**src/rtl/alu_pkg.sv**
```systemverilog
// Shared ALU encodings: opcodes, condition codes and NZCV bit positions
// used by the writeback stage and anything else that decodes ALU fields.
package alu_pkg;

  localparam logic [3:0] OP_ADD = 4'b0000;
  localparam logic [3:0] OP_SUB = 4'b0001;
  localparam logic [3:0] OP_RSB = 4'b0010;
  localparam logic [3:0] OP_ORR = 4'b0011;
  localparam logic [3:0] OP_AND = 4'b0100;
  localparam logic [3:0] OP_EOR = 4'b0101;
  localparam logic [3:0] OP_MOV = 4'b0110;
  localparam logic [3:0] OP_MVN = 4'b0111;
  localparam logic [3:0] OP_ADC = 4'b1000;
  localparam logic [3:0] OP_SBC = 4'b1001;
  localparam logic [3:0] OP_RSC = 4'b1010;
  localparam logic [3:0] OP_CMP = 4'b1011;
  localparam logic [3:0] OP_LDR = 4'b1100;
  localparam logic [3:0] OP_STR = 4'b1101;
  localparam logic [3:0] OP_BRA = 4'b1110;
  localparam logic [3:0] OP_NOP = 4'b1111;

  localparam logic [3:0] CC_AL = 4'b0000;
  localparam logic [3:0] CC_EQ = 4'b0001;
  localparam logic [3:0] CC_NE = 4'b0010;
  localparam logic [3:0] CC_CS = 4'b0011;
  localparam logic [3:0] CC_CC = 4'b0100;
  localparam logic [3:0] CC_MI = 4'b0101;
  localparam logic [3:0] CC_PL = 4'b0110;
  localparam logic [3:0] CC_VS = 4'b0111;
  localparam logic [3:0] CC_VC = 4'b1000;
  localparam logic [3:0] CC_HI = 4'b1001;
  localparam logic [3:0] CC_LS = 4'b1010;
  localparam logic [3:0] CC_GE = 4'b1011;
  localparam logic [3:0] CC_LT = 4'b1100;
  localparam logic [3:0] CC_GT = 4'b1101;
  localparam logic [3:0] CC_LE = 4'b1110;
  localparam logic [3:0] CC_NV = 4'b1111;

  localparam int FLAG_N = 3;
  localparam int FLAG_Z = 2;
  localparam int FLAG_C = 1;
  localparam int FLAG_V = 0;

endpackage

```
**src/rtl/alu_writeback_stage_wb_fifo.sv**
```systemverilog
// Small register-file write queue with registered full/empty flags.
// Storage is not reset; head output is forced to zero while empty.
module wb_fifo #(
  parameter int WIDTH      = 36,
  parameter int FIFO_DEPTH = 2
) (
  input  logic             clk,
  input  logic             rst_n,
  input  logic             push,
  input  logic [WIDTH-1:0] push_data,
  input  logic             pop,
  output logic [WIDTH-1:0] head_data,
  output logic             full,
  output logic             empty
);

  localparam int PTR_W = (FIFO_DEPTH > 1) ? $clog2(FIFO_DEPTH) : 1;
  localparam int CNT_W = PTR_W + 1;

  logic [WIDTH-1:0] mem [FIFO_DEPTH];
  logic [PTR_W-1:0] wr_ptr;
  logic [PTR_W-1:0] rd_ptr;
  logic [CNT_W-1:0] count;
  logic [CNT_W-1:0] count_nxt;
  logic             do_push;
  logic             do_pop;

  assign do_push = push & ~full;
  assign do_pop  = pop & ~empty;

  always_comb begin
    count_nxt = count;
    case ({do_push, do_pop})
      2'b10:   count_nxt = count + CNT_W'(1);
      2'b01:   count_nxt = count - CNT_W'(1);
      default: count_nxt = count;
    endcase
  end

  always_ff @(posedge clk) begin
    if (do_push) mem[wr_ptr] <= push_data;
  end

  // Pointers wrap naturally because depth is a power of two.
  always_ff @(posedge clk or negedge rst_n) begin
    if (!rst_n) begin
      wr_ptr <= '0;
      rd_ptr <= '0;
      count  <= '0;
      full   <= 1'b0;
      empty  <= 1'b1;
    end else begin
      if (do_push) wr_ptr <= wr_ptr + PTR_W'(1);
      if (do_pop)  rd_ptr <= rd_ptr + PTR_W'(1);
      count <= count_nxt;
      full  <= (count_nxt == CNT_W'(FIFO_DEPTH));
      empty <= (count_nxt == '0);
    end
  end

  assign head_data = empty ? '0 : mem[rd_ptr];

endmodule

```
**src/rtl/alu_writeback_stage.sv**
```systemverilog
// ALU writeback stage: owns NZCV, evaluates conditions, queues RF writes.
// Optional macro ALU_WB_SKIP_CNT_EN adds a saturating skipped-instruction counter.
module alu_writeback_stage
  import alu_pkg::*;
#(
  parameter int DATA_W     = 32,
  parameter int REG_ADDR_W = 4,
  parameter int FIFO_DEPTH = 2
) (
  input  logic                  clk,
  input  logic                  rst_n,
  input  logic                  in_valid,
  output logic                  in_ready,
  input  logic [3:0]            op_code,
  input  logic [3:0]            conditions,
  input  logic                  s,
  input  logic [REG_ADDR_W-1:0] dest_reg,
  input  logic [DATA_W-1:0]     alu_result,
  input  logic [3:0]            alu_flags,
  output logic                  wb_valid,
  input  logic                  wb_ready,
  output logic [REG_ADDR_W-1:0] wb_addr,
  output logic [DATA_W-1:0]     wb_data,
  output logic [3:0]            status_nzcv,
`ifdef ALU_WB_SKIP_CNT_EN
  output logic [15:0]           skip_count,
`endif
  output logic                  cond_pass
);

  localparam int ENTRY_W = DATA_W + REG_ADDR_W;

  logic                accept;
  logic                flag_upd;
  logic                push_op;
  logic                push;
  logic                pop;
  logic                fifo_full;
  logic                fifo_empty;
  logic [ENTRY_W-1:0]  head;
  logic                n_f, z_f, c_f, v_f;

  assign n_f = status_nzcv[FLAG_N];
  assign z_f = status_nzcv[FLAG_Z];
  assign c_f = status_nzcv[FLAG_C];
  assign v_f = status_nzcv[FLAG_V];

  always_comb begin
    cond_pass = 1'b0;
    case (conditions)
      CC_AL:   cond_pass = 1'b1;
      CC_EQ:   cond_pass = z_f;
      CC_NE:   cond_pass = ~z_f;
      CC_CS:   cond_pass = c_f;
      CC_CC:   cond_pass = ~c_f;
      CC_MI:   cond_pass = n_f;
      CC_PL:   cond_pass = ~n_f;
      CC_VS:   cond_pass = v_f;
      CC_VC:   cond_pass = ~v_f;
      CC_HI:   cond_pass = c_f & ~z_f;
      CC_LS:   cond_pass = ~c_f | z_f;
      CC_GE:   cond_pass = (n_f == v_f);
      CC_LT:   cond_pass = (n_f != v_f);
      CC_GT:   cond_pass = ~z_f & (n_f == v_f);
      CC_LE:   cond_pass = z_f | (n_f != v_f);
      default: cond_pass = 1'b0;
    endcase
  end

  // Logic ops (ORR..MVN) leave the ALU flags stale, so they never update NZCV.
  always_comb begin
    flag_upd = 1'b0;
    case (op_code)
      OP_ADD, OP_SUB, OP_RSB, OP_ADC, OP_SBC, OP_RSC: flag_upd = s;
      OP_CMP:  flag_upd = 1'b1;
      default: flag_upd = 1'b0;
    endcase
  end

  assign push_op = (op_code <= OP_RSC);
  assign accept  = in_valid & in_ready;
  assign push    = accept & cond_pass & push_op;
  assign pop     = wb_valid & wb_ready;

  always_ff @(posedge clk or negedge rst_n) begin
    if (!rst_n) begin
      status_nzcv <= 4'b0000;
    end else if (accept && cond_pass && flag_upd) begin
      status_nzcv <= alu_flags;
    end
  end

`ifdef ALU_WB_SKIP_CNT_EN
  always_ff @(posedge clk or negedge rst_n) begin
    if (!rst_n) begin
      skip_count <= 16'h0000;
    end else if (accept && !cond_pass && skip_count != 16'hFFFF) begin
      skip_count <= skip_count + 16'd1;
    end
  end
`endif

  wb_fifo #(
    .WIDTH      (ENTRY_W),
    .FIFO_DEPTH (FIFO_DEPTH)
  ) u_wb_fifo (
    .clk       (clk),
    .rst_n     (rst_n),
    .push      (push),
    .push_data ({dest_reg, alu_result}),
    .pop       (pop),
    .head_data (head),
    .full      (fifo_full),
    .empty     (fifo_empty)
  );

  assign in_ready = ~fifo_full;
  assign wb_valid = ~fifo_empty;
  assign wb_addr  = head[ENTRY_W-1:DATA_W];
  assign wb_data  = head[DATA_W-1:0];

endmodule

```
**config.mk**
```make
export PLATFORM = sky130hd
export DESIGN_NAME = alu_writeback_stage
export DESIGN_NICKNAME = d
export VERILOG_FILES = /design/src/rtl/alu_pkg.sv /design/src/rtl/alu_writeback_stage_wb_fifo.sv /design/src/rtl/alu_writeback_stage.sv
export SDC_FILE = /design/constraint.sdc
export NUM_CORES = 1
export LEC_CHECK = 0
export ABC_AREA = 1
export BUFFER_PORTS_ARGS = -buffer_cell sky130_fd_sc_hd__buf_2
export CAP_MARGIN = 10
export CORE_UTILIZATION = 51
export DETAILED_ROUTE_END_ITERATION = 6
export PLACE_DENSITY_LB_ADDON = 0.15
export SLEW_MARGIN = 25
export SYNTH_ARGS = -nofsm -noshare
export SYNTH_HDL_FRONTEND = slang
export SYNTH_SLANG_ARGS = --single-unit
export TNS_END_PERCENT = 50
```
**constraint.sdc**
```tcl
create_clock -name clk -period 3.7 [get_ports clk]
set_input_delay 0.37 -clock clk [delete_from_list [all_inputs] [get_ports clk]]
set_output_delay 0.37 -clock clk [all_outputs]
set_load 0.005 [all_outputs]
```
==> results of run 1 <==
==> layout by cell type (no fill, tap or decap), types with 2 or more instances in the layout <==
master    count
dfrtp_1       9
nand2_2       2
nand2_1      32
nor2_4        2
o21ai_1       4
inv_2         2
nand3_2       4
buf_4         5
nand4_1       5
clkinv_1      4
xor2_1        2
nor2_1       80
o21ai_0      38
buf_2        95
edfxtp_1     72
clkbuf_8      9
inv_1        14
nand3_1       4
==> where the power goes <==
| group | internal, mW | switching, mW |
|---|---|---|
| combinational | 0.387 | 0.612 |
| sequential | 1.16 | 0.0652 |
| clock | 0.303 | 0.293 |
==> final timing paths <==
kind / from / to / slack, ps / depth (start not counted)
worst min register to register: u_wb_fifo.wr_ptr$_DFFE_PN0N_ / u_wb_fifo.wr_ptr$_DFFE_PN0N_ / 480 / 2
min in group asynchronous: rst_n / u_wb_fifo.count[1]$_DFF_PN0_ / 410 / 2
worst max register to register: status_nzcv[3]$_DFFE_PN0P_ / u_wb_fifo.mem[1][6]$_DFFE_PP_ / 1310 / 11
worst min-delay path: dest_reg[0] / u_wb_fifo.mem[1][32]$_DFFE_PP_ / 210 / 1
max in group asynchronous: rst_n / u_wb_fifo.empty$_DFF_PN1_ / 3040 / 2
worst max-delay path: status_nzcv[3]$_DFFE_PN0P_ / u_wb_fifo.mem[1][6]$_DFFE_PP_ / 1310 / 11
==> sequential cells by signal, summed over array words and instances (netlist names) <==
signal and cells:
u_wb_fifo.mem 72, status_nzcv 4, u_wb_fifo.count 2, u_wb_fifo.empty 1
u_wb_fifo.full 1, u_wb_fifo.rd_ptr 1, u_wb_fifo.wr_ptr 1
==> cells by family after synthesis <==
kind of cell	count (synthesis)
xor+xnor	3
simple gates	131
compound gates	45
buf+inv	29
fa+ha+maj	1
flops	82
==> worst max-delay path: stages (launching register included) <==
cell,delay (ps)
dfrtp_1,460
inv_1,90
nand2_1,60
nand2_1,80
nand2_1,80
nand2_1,50
nand2_1,70
nand3_2,80
nand3_4,110
nand3_2,130
nor2_4,530
buf_4,340
==> per-layer routing <==
layer  vias up  GRT usage  part of all wire  wire length, um
met3        11     0.0388             0.048              297
met4         0     0.0987             0.021              129
met2        69      0.331              0.51             3120
li1       1194          -                 -                -
met1      1094      0.234              0.42             2610
met5         -          0                 0                0
==> timing repair <==
action / 4_1_cts / 5_1_grt
gates resized for setup: 0 / 0
hold buffers: 1 / 0
hold endpoints to repair: 9 / 0
==> cell type report <==
class / count / area (um^2)
clock buffers: 9 / 124
flip-flops and latches: 82 / 2410
fillers: 535 / 2240
clock inverters: 6 / 58.8
well taps: 77 / 96.3
inverters: 18 / 67.6
multi-input cells: 180 / 863
repair buffers: 101 / 523
==> metrics by stage <==
stage	util	instances	total power, mW	instance area, um^2
after floorplan	-	291	1.84	3380
after global placement	0.619	457	2.24	3950
after detailed placement	0.619	457	2.26	3950
after CTS	0.649	473	2.85	4150
after global routing	0.649	473	3.03	4150
final	0.649	473	2.82	4150
==> run_results.csv, run 1 <==
group,metric,value,unit
status,result_of_the_run,"finished clean",
global_routing,initial_antenna_violation_count,0,
sta,hold-worst-slack,215,ps
yosys,postSynthCellCount,291,
sta,worstMarginPinSlew,655,ps
yosys,synth_compound_area_frac,0.0711,
die,floorplan.rows,29,
yosys,mux_share_of_post_synthesis_cell_area,0,
sta,final_min_period_over_clock_period,0.647,
route,route.vias.total,2368,
sta,achievable-frequency,418,MHz
sta,grt_setup_unrepaired,"false",
final_layout,flow.area_growth_from_synthesis,22.7,%
cts,worst_skew_pair.late_latency,340,ps
yosys,synth-edff-count,72,
yosys,synthFlopType,"edfxtp_1",
final_layout,n_antenna_cell,0,
yosys,yosys_warnings,0,
sta,clock-skew-final,6.03,ps
final_layout,num-nets-final,446,
yosys,post_synth_xor_area_fraction,0.00778,
yosys,synth.top_cells.by_area,"edfxtp_1, nor2_1, dfrtp_1",
route,via_per_inst,5.01,
global_routing,grt_pass1_wl,10400,um
route,detail-route-antenna-nets,0,
global_routing,grt_pass1_vias,2363,
sta,post-route-min-period,2390,ps
yosys,synthMostInstantiatedCell,"nor2_1",
sta,final.setup.worst_slack,1310,ps
power_and_ir_drop,ir_drop,0.000442,V
die,floorplan.initialDensity,0.529,
cts,worst_setup_hold_path_clk_slew,80,ps
cts,cts_buffer_depth,2,
sta,report.final.hold_viol_count,0,
yosys,synth_nets,345,
power_and_ir_drop,total_leakage_power,1.74,nW
critical_path,cp.arrival,2430,ps
critical_path,critical_path.startpoint_type,"register",
sta,maxSlewViolCount,0,
cts,cts.sink_count,82,
yosys,postSynth.asyncResetShare,0.122,
cts,cts-htree-levels,3,
cts,tritoncts,"built",
placement,number_of_buffer_cells_added_on_primary_ports,95,
cts,cts_setup_buffers,0,
yosys,synth_top_area_share,0.640,
yosys,synth_top_family_by_area,"simple AND/OR/NAND/NOR gates",
die,die-height,83.4,um
route,wl_per_cell,13.0,um
critical_path,cp_data_required_time,3740,ps
die,io_pins,96,
route,drc_errors,0,
global_routing,global_route.usage.total,0.194,
yosys,synth_cell_type_count,25,
placement,hpwlAfterDp,4100,um
yosys,synth.avg_cell_area,11.6,um^2
critical_path,critical_path.max_fanout,23,
sta,tns,0,ps
cts,ctsRootBufferMaster,"clkbuf_8",
yosys,synth_simple_gate_area_share,0.171,
global_routing,grt-ovfl-total,0,
yosys,synth_seq_cells,82,
yosys,synth_top_cell_by_area,"edfxtp_1",
yosys,yosys-top-cells-count,"nor2_1, edfxtp_1, o21ai_0",
yosys,synth.yosys.seq_area_share,0.714,
critical_path,endpoint_kind,"register",
placement,pre_cts_ws,1260,ps
die,core_footprint,6390,um^2
die,chipWidth,83.4,um
die,area_of_the_die,6950,um^2
critical_path,timing.setup.critical_path_class,"register to register",
yosys,post_synth_instance_area,3380,um^2
sta,finalSetupViolations,0,
min_path,worst_hold_path_type,"input pin to register",
placement,gp_congestion,0.906,
job,maxcap_viol_count,0,
yosys,synth_adder_area_share,0.00370,
route,overall_routed_net_length,6160,um
cts,tritoncts.num_buffers,9,
route,drtPass1Iterations,4,
power_and_ir_drop,power_density,681,nW/um^2
global_routing,pin_count_of_the_biggest_net_entering_global_routing,38,
sta,worst_slew_margin_rel,0.562,
final_layout,post_route_cells_drive_above_1_share,0.323,
route,initialDrtViolationCount,104,
Power figures use the tool's default switching activity.
==> run 2: changes to the inputs <==
CORE_UTILIZATION = 46   (was 51)
clock period = 2 ns   (was 3.7 ns; I/O delays follow)
==> run 2 against run 1 <==
Compared with the run above: cell area increased by 3.9%; global-route usage is 0.95 points lower; first-iteration DRC count fell by 7.7%; worst hold slack worse by 180 ps; critical path depth is 4 higher; combinational power is 98% higher; power rose by 96%; clock skew rose by 0.96 ps; register-to-register slack got worse by 1200 ps; setup slack got worse by 1200 ps.
==> run_results.csv, run 2 (synthesized netlist as in run 1, its figures left out) <==
group,metric,value,unit
placement,numPlacedInstances,480,
sta,maxSlewViolCount,0,
global_routing,pin_count_of_the_biggest_net_entering_global_routing,38,
final_layout,most_used_cells_in_the_layout_excluding_fill_and_tap_cells,"buf_2, nor2_1, edfxtp_1",
sta,final_min_period_over_clock_period,0.950,
die,io_pins,96,
final_layout,flow.area_growth_from_synthesis,27.6,%
critical_path,cpMostUsedCell,"nand2_1",
die,chipWidth,87.7,um
final_layout,max_flop_register,"u_wb_fifo.mem",
route,route.vias.total,2396,
job,maxcap_viol_count,0,
die,floorplan.initialDensity,0.486,
sta,achievable-frequency,526,MHz
critical_path,critPathSlowestCell,"dfrtp_2",
power_and_ir_drop,total_leakage_power,1.80,nW
sta,worst_slew_margin_rel,0.711,
final_layout,largest_reg_flops,72,
sta,hold-worst-slack,38.3,ps
die,floorplan.rows,30,
power_and_ir_drop,net-switching-power,1.87,mW
critical_path,critical_path_cell_by_cell,"inv_2, nand2_1, nand2_1, nand2_1, nand2_1, nand2_1, nand3_2, nand3_4, nand3_4, ha_4, a21oi_1, o21ai_1, xor2_1, inv_1, nor2_1",
status,result_of_the_run,"finished clean",
route,wl_per_cell,13.4,um
sta,finalSetupViolations,0,
critical_path,reg2reg_start,"status_nzcv[3]$_DFFE_PN0P_",
cts,tritoncts.num_buffers,9,
final_layout,post_route_cells_drive_above_1_share,0.354,
critical_path,reg2reg_setup_slack,100,ps
sta,post-route-min-period,1900,ps
power_and_ir_drop,seq_power_share,0.412,
die,core_footprint,6940,um^2
placement,number_of_buffer_cells_added_on_primary_ports,95,
final_layout,final_cell_area,4310,um^2
cts,tritoncts,"built",
power_and_ir_drop,power_density,1280,nW/um^2
min_path,hold_path_depth,1,
sta,clock-skew-final,6.99,ps
placement,gp_congestion,0.765,
route,drc_errors,0,
sta,tns,0,ps
sta,report.final.hold_viol_count,0,
sta,worstMarginPinSlew,434,ps
cts,cts-htree-levels,3,
sta,grt_setup_unrepaired,"true",
critical_path,cp_data_required_time,2280,ps
global_routing,grt_pass1_wl,10400,um
critical_path,critical_path.startpoint_type,"register",
power_and_ir_drop,clock_power_share,0.229,
critical_path,timing.setup.critical_path_class,"register to register",
route,detail-route-antenna-nets,0,
critical_path,cp.arrival,2180,ps
global_routing,grt_pass1_vias,2297,
cts,worst_skew_pair.late_latency,340,ps
route,drtPass1Iterations,4,
placement,total_placed_instance_area,4040,um^2
final_layout,final-instance-count-excl-fill,500,
min_path,whs_endpoint,"u_wb_fifo.mem[0][18]$_DFFE_PP_",
cts,ctsRootBufferMaster,"clkbuf_8",
power_and_ir_drop,comb_power_share,0.359,
power_and_ir_drop,swShare,0.338,
final_layout,mostFrequentLayoutCell,"buf_2",
cts,worst_setup_hold_path_clk_slew,80,ps
power_and_ir_drop,ir_drop,0.000566,V
critical_path,critical_path.max_fanout,7,
global_routing,global_route.usage.total,0.184,
die,die-height,87.7,um
final_layout,n_antenna_cell,0,
final_layout,utilization,0.621,
global_routing,initial_antenna_violation_count,0,
power_and_ir_drop,internal_power,3.65,mW
route,via_per_inst,4.79,
final_layout,biggestRegsByFlops,"u_wb_fifo.mem: 72 flops, status_nzcv: 4 flops, u_wb_fifo.count: 2 flops",
critical_path,r2r_cells,15,
cts,cts_buffer_depth,2,
min_path,hold_path.startpoint,"alu_result[18]",
die,area_of_the_die,7690,um^2
critical_path,endpoint_kind,"register",
route,initialDrtViolationCount,96,
cts,cts.sink_count,82,
global_routing,grt-ovfl-total,0,
route,overall_routed_net_length,6700,um
min_path,worst_hold_path_type,"input pin to register",
critical_path,r2r_end,"u_wb_fifo.full$_DFF_PN0_",
placement,hpwlAfterDp,4280,um
critical_path,biggest_cell_delay_along_the_critical_path,460,ps
final_layout,num-nets-final,454,
==> run 2: layer usage <==
layer,GRT usage,vias up,routed length [um]
met5,0,-,0
met4,0.0894,0,72
met3,0.0405,7,329
met2,0.317,66,3380
met1,0.221,1111,2920
li1,-,1212,-
==> run 2: area by class of cell <==
| cell class | instances | area, um^2 |
|---|---|---|
| multi-input combinational | 180 | 888 |
| clock inverter | 5 | 78.8 |
| timing repair buffer | 109 | 608 |
| sequential | 82 | 2410 |
| tap | 96 | 120 |
| inverter | 18 | 71.3 |
| fill | 574 | 2640 |
| clock buffer | 10 | 128 |
==> run 2: timing repair <==
action                                  CTS  global route
endpoints found under the hold margin    10             0
endpoints found under the setup margin    1            40
setup buffers                             0             4
hold buffers                              1             0
resized for setup                         1             5
pin swaps                                 0             1
==> run 2: critical path: cells and delay by family (launching register included) <==
kind,cells,cell delay [ps]
xor gates and xnor gates,1,230
adders and majority gates,1,200
DFF,1,460
buffers and inverters,2,130
AOI/OAI and AO/OA,2,180
and+or+nand+nor,9,650
==> run 2: metrics by stage <==
step / power [mW] / setup slack (ps)
after global placement: 4.23 / 95.0
after CTS: 5.53 / 13.2
after detailed placement: 4.25 / -6.48
final: 5.52 / 99.9
after floorplan: 3.41 / -23.2
after global routing: 5.91 / -67.6
==> run 2: power groups by stage <==
stage               Combinational (mW)  Sequential [mW]  Clock (mW)
global placement                  1.93             2.29           0
floorplan                         1.12             2.29           0
CTS                               1.96             2.28        1.29
finish                            1.98             2.28        1.26
global route                      2.25             2.31        1.35
detailed placement                1.94             2.31           0
==> run 2: how the worst max path moves through the flow <==
| stage | from | cells past startpoint | endpoint |
|---|---|---|---|
| global route | status_nzcv[0]$_DFFE_PN0P_ | 15 | u_wb_fifo.full$_DFF_PN0_ |
| finish | status_nzcv[3]$_DFFE_PN0P_ | 15 | u_wb_fifo.full$_DFF_PN0_ |
| global placement | status_nzcv[3]$_DFFE_PN0P_ | 14 | u_wb_fifo.full$_DFF_PN0_ |
| detailed placement | status_nzcv[3]$_DFFE_PN0P_ | 15 | u_wb_fifo.full$_DFF_PN0_ |
| CTS | status_nzcv[3]$_DFFE_PN0P_ | 14 | u_wb_fifo.full$_DFF_PN0_ |
| floorplan | status_nzcv[3]$_DFFE_PN0P_ | 9 | u_wb_fifo.mem[1][0]$_DFFE_PP_ |
